File: config.mk
export PLATFORM = sky130hd
export DESIGN_NAME = pd_drive_cmd
export DESIGN_NICKNAME = d
export VERILOG_FILES = /design/src/rtl/pd_drive_cmd.sv
export SDC_FILE = /design/constraint.sdc
export NUM_CORES = 1
export LEC_CHECK = 0
export BUFFER_PORTS_ARGS = -buffer_cell sky130_fd_sc_hd__clkbuf_2
export CAP_MARGIN = 5
export CORE_ASPECT_RATIO = 1.75
export CORE_MARGIN = 5
export CORE_UTILIZATION = 54
export CTS_BUF_LIST = sky130_fd_sc_hd__clkbuf_2
export CTS_CLUSTER_SIZE = 28
export DETAILED_ROUTE_END_ITERATION = 8
export PLACE_DENSITY_LB_ADDON = 0.3
export SKIP_LAST_GASP = 1
export SYNTH_ARGS = -nofsm -noshare
export SYNTH_HDL_FRONTEND = slang
export SYNTH_SLANG_ARGS = --single-unit
File: constraint.sdc
create_clock -name clk -period 9 [get_ports clk]
set_input_delay 1.8 -clock clk [delete_from_list [all_inputs] [get_ports clk]]
set_output_delay 1.8 -clock clk [all_outputs]
set_load 0.01 [all_outputs]
File: src/rtl/pd_drive_cmd.sv
// PD drive command: sums P and D terms, applies a soft-start gain and a steering
// offset, then saturates into registered signed left/right wheel speed commands.
module pd_drive_cmd #(
    parameter int RAMP_DIV = 16,
    parameter int TOO_FAST = 1536
) (
    input  logic               clk,
    input  logic               rst_n,
    input  logic               vld,
    input  logic               en,
    input  logic signed [9:0]  pterm,
    input  logic signed [11:0] dterm,
    input  logic signed [11:0] steer,
    output logic signed [11:0] lft_spd,
    output logic signed [11:0] rght_spd,
    output logic               spd_vld,
    output logic               too_fast,
    output logic               ramp_done
);
    localparam int STAGES = 3;
    localparam int CW = (RAMP_DIV > 1) ? $clog2(RAMP_DIV) : 1;
    localparam logic [CW-1:0] CNT_MAX = CW'(RAMP_DIV - 1);

    typedef enum logic [1:0] {OFF, RAMP_UP, RUN, RAMP_DOWN} state_t;

    state_t          state;
    logic [7:0]      scale;
    logic [CW-1:0]   cnt;
    logic            tc;

    assign tc = (cnt == CNT_MAX);

    // Any state change clears the divider and takes priority over a scale step.
    always_ff @(posedge clk) begin
        if (!rst_n) begin
            state     <= OFF;
            scale     <= 8'd0;
            cnt       <= '0;
            ramp_done <= 1'b0;
        end else begin
            case (state)
                OFF: begin
                    scale <= 8'd0;
                    cnt   <= '0;
                    if (en) state <= RAMP_UP;
                end
                RAMP_UP: begin
                    if (!en) begin
                        state <= RAMP_DOWN;
                        cnt   <= '0;
                    end else if (tc) begin
                        cnt <= '0;
                        if (scale >= 8'd254) begin
                            scale     <= 8'd255;
                            state     <= RUN;
                            ramp_done <= 1'b1;
                        end else begin
                            scale <= scale + 8'd1;
                        end
                    end else begin
                        cnt <= cnt + CW'(1);
                    end
                end
                RUN: begin
                    scale <= 8'd255;
                    cnt   <= '0;
                    if (!en) begin
                        state     <= RAMP_DOWN;
                        ramp_done <= 1'b0;
                    end
                end
                RAMP_DOWN: begin
                    if (en) begin
                        state <= RAMP_UP;
                        cnt   <= '0;
                    end else if (tc) begin
                        cnt <= '0;
                        if (scale <= 8'd1) begin
                            scale <= 8'd0;
                            state <= OFF;
                        end else begin
                            scale <= scale - 8'd1;
                        end
                    end else begin
                        cnt <= cnt + CW'(1);
                    end
                end
                default: begin
                    state     <= OFF;
                    scale     <= 8'd0;
                    cnt       <= '0;
                    ramp_done <= 1'b0;
                end
            endcase
        end
    end

    logic [STAGES-1:0]   vld_pipe;
    logic signed [12:0]  sum1;
    logic signed [11:0]  steer1, steer2;
    logic signed [12:0]  scaled2;
    logic signed [21:0]  prod;
    logic signed [13:0]  lft_raw, rght_raw;
    logic signed [11:0]  lft_sat, rght_sat;

    function automatic logic signed [11:0] sat12(input logic signed [13:0] x);
        if (x > 14'sd2047)       return 12'h7FF;
        else if (x < -14'sd2048) return 12'h800;
        else                     return x[11:0];
    endfunction

    function automatic logic is_fast(input logic signed [11:0] v);
        return (v > TOO_FAST) || (v < -TOO_FAST);
    endfunction

    // Unsigned scale; product floor-divided by 256 via arithmetic shift.
    assign prod     = $signed({{9{sum1[12]}}, sum1}) * $signed({14'd0, scale});
    assign lft_raw  = {scaled2[12], scaled2} + {{2{steer2[11]}}, steer2};
    assign rght_raw = {scaled2[12], scaled2} - {{2{steer2[11]}}, steer2};
    assign lft_sat  = sat12(lft_raw);
    assign rght_sat = sat12(rght_raw);
    assign spd_vld  = vld_pipe[STAGES-1];

    always_ff @(posedge clk) begin
        if (!rst_n) begin
            vld_pipe <= '0;
            sum1     <= '0;
            steer1   <= '0;
            scaled2  <= '0;
            steer2   <= '0;
            lft_spd  <= '0;
            rght_spd <= '0;
            too_fast <= 1'b0;
        end else begin
            vld_pipe <= {vld_pipe[STAGES-2:0], vld};
            if (vld) begin
                sum1   <= {{3{pterm[9]}}, pterm} + {dterm[11], dterm};
                steer1 <= steer;
            end
            if (vld_pipe[0]) begin
                scaled2 <= prod[20:8];
                steer2  <= (scale != 8'd0) ? steer1 : 12'sd0;
            end
            if (vld_pipe[1]) begin
                lft_spd  <= lft_sat;
                rght_spd <= rght_sat;
                too_fast <= is_fast(lft_sat) || is_fast(rght_sat);
            end
        end
    end
endmodule

==> results.json <==
{
  "status": "finished clean",
  "drc": 0,
  "finalPower_w": 0.00122,
  "syn_area_per_cell_um2": 8.33,
  "holdPathStages": 2,
  "cp.required_ps": 9530,
  "drt_iter0_markers": 269,
  "vdd_drop_max_mv": 0.0721,
  "maxCapViolCount": 0,
  "grt_use_total_pct": 22.7,
  "clkTransAtPathRegs_ps": 280,
  "port_buffers": 64,
  "coreArea_mm2": 0.0169,
  "synth_area_mm2": 0.00932,
  "m1WireLength_mm": 7.76,
  "nFillCells": 1623,
  "cp-end-kind": "flop",
  "slew_headroom_pct": 45.8,
  "ctsLongestPathBuffers": 2,
  "top_layer_used": "met4",
  "synthAdderAreaFrac_pct": 29.6,
  "reg2reg_depth": 16,
  "insertion_delay_ps": 620,
  "synthArstFlopShare_pct": 0,
  "vias_per_cell": 5.55,
  "synth_top_area_cell": "dfxtp_1",
  "timing.rr.start": "scale[2]",
  "grt_pass1_vias": 7976,
  "post-route-cell-area_mm2": 0.00982,
  "fin_util_pct": 58.0,
  "tns_ps": 0,
  "dpl-instance-area_mm2": 0.00971,
  "drt-pass1-iter-count": 4,
  "synth_compound_area_share_pct": 16.5,
  "synth.yosys.warnings": 0,
  "synth_flop_cell": "dfxtp_1",
  "synth_top_cells_by_count": "162 x inv_1, 106 x nor2_1, 93 x dfxtp_1, 93 x nand2_1, 86 x ha_1",
  "gr-total-overflow": 0,
  "postCtsHoldBufs": 0,
  "synth.net_count": 1327,
  "crit_path_start": "scale[2]",
  "die-area_mm2": 0.0201,
  "max_freq_mhz": 186,
  "synth_seq_cells": 93,
  "start_util_pct": 55.0,
  "finalClockSkew_ps": 23.0,
  "rows": 63,
  "syn2layout_area_growth_pct": 5.40,
  "dp_slack_ps": 3670,
  "hpwl_mm": 17.0,
  "synth_top_area_share_pct": 20.0,
  "postRouteAntennaNets": 0,
  "yosys.area_share.xor_xnor_pct": 3.85,
  "nNetsFinal": 1352,
  "synth_edf_count": 0,
  "dr_wl_met2_mm": 11.8,
  "slew_viol_final": 0,
  "vias": 7635,
  "yosys.area_share.simple_pct": 18.3,
  "wirelength_mm": 21.3,
  "cts_resized": 0,
  "htreeDepth": 3,
  "antenna_found_initial": 1,
  "rsz0062_at_grt": "false",
  "max_slew.worst_pin.slew_ps": 813,
  "post_cts_buffers": 0,
  "yosys.cell_count.top_type": "inv_1",
  "synth.area.mux_share_pct": 2.68,
  "worst-path-max-fanout": 23,
  "p_per_area_mw_per_mm2": 124,
  "cts_tree": "done",
  "r2r_slack_ps": 3640,
  "fin_ws_ps": 3640,
  "cp.arrival_ps": 5890,
  "synth_top_family_by_area": "adder cells",
  "cts_sinks": 93,
  "min_period_ps": 5360,
  "min_to": "rght_spd[1]",
  "dr_wl_met3_um": 650,
  "leakagePower_nw": 4.80,
  "seq_area_frac_synth_pct": 20.0,
  "cts-root-buf": "clkbuf_2",
  "hp-start": "rght_spd[1]",
  "setup.worst_path.class": "reg -> reg",
  "finalHoldViolations": 0,
  "synthCells": 1119,
  "drive_above_1_share_pct": 8.54,
  "chipHeight_um": 184,
  "grt_first_pass_wirelength_mm": 36.5,
  "setup_violations": 0,
  "ioPinCount": 65,
  "fp.dieW_um": 109,
  "synthTopCellsByArea": "dfxtp_1 20%, fa_1 18%, ha_1 12%, inv_1 6.5%, nor2_1 4.3%",
  "routabilityCongestion": 0.883,
  "period_share_pct": 59.6,
  "critPathLaunchType": "flop",
  "synth_cell_type_count": 75,
  "cts_made_buffers": 9,
  "timing.rr.end": "scaled2[11]",
  "hold_path.class": "reg -> reg",
  "grt_max_degree": 60,
  "wl_per_cell_um": 15.5
}
-- cells by family after synthesis --
kind of cell | count (synthesis)
AOI/OAI and AO/OA | 223
xor gates and xnor gates | 41
adders and majority gates | 170
buffers and inverters | 216
DFF | 93
muxes | 25
and+or+nand+nor | 351
-- final cells by class --
type | instances | area, µm² | share of cell area, %
inverters | 162 | 608 | 6.19
clock inverters | 5 | 60.1 | 0.611
diodes | 1 | 2.50 | 0.0255
flip-flops and latches | 93 | 1860 | 19.0
repair buffers | 68 | 350 | 3.57
well taps | 227 | 284 | 2.89
clock buffers | 10 | 50.0 | 0.509
multi-input cells | 810 | 6610 | 67.3
-- worst max-delay path by stage --
stage                             end  slack [ps]  cells after the start
after floorplan           scaled2[11]        3880                     18
after global placement    scaled2[12]        3750                     16
after detailed placement  scaled2[12]        3670                     16
after CTS                 scaled2[12]        3620                     16
after global routing      scaled2[11]        3270                     16
final                     scaled2[11]        3640                     16
-- critical path: stages (launching register included) --
cell,delay [ps]
dfxtp_1,880
nand2_1,170
fa_1,570
inv_1,50
fa_1,490
inv_1,50
fa_1,470
fa_1,550
inv_1,40
ha_1,210
or3_1,400
o221a_2,320
and3_1,180
a211o_1,310
a21oi_1,230
o21ai_0,100
a32o_1,260
-- cell usage in the layout, fill, tap and decap left out, types with 44 or more instances in the layout --
master    count
o21ai_0      44
and2_1       60
clkbuf_2     74
nor2_1      106
nand2_1      93
fa_1         84
ha_1         86
a21oi_1      52
dfxtp_1      93
inv_1       161
-- metrics by stage --
stage,hold slack (ps),instances
2_1_floorplan,430,1119
3_3_place_gp,440,1360
3_5_place_dp,443,1360
4_1_cts,470,1375
5_1_grt,518,1376
6_report,467,1376
-- per-layer routing --
| layer | GRT usage, % | vias up |
|---|---|---|
| li1 | - | 3762 |
| met1 | 23.5 | 3641 |
| met2 | 43.5 | 169 |
| met3 | 1.97 | 63 |
| met4 | 13.0 | 0 |
| met5 | 0 | - |
-- state kept, by name, summed over array words and instances (netlist names), 2 cells and up --
register  cells
steer2       12
sum1         13
vld_pipe      3
state         2
scaled2      13
cnt           4
rght_spd     12
steer1       12
lft_spd      12
scale         8
-- where the power goes --
| part | internal [W] | switching [W] |
|---|---|---|
| Clock | 0.0000654 | 0.000158 |
| Sequential | 0.000449 | 0.0000573 |
| Combinational | 0.000199 | 0.000295 |
| Total | 0.000713 | 0.000510 |
Power figures use the tool's default switching activity.
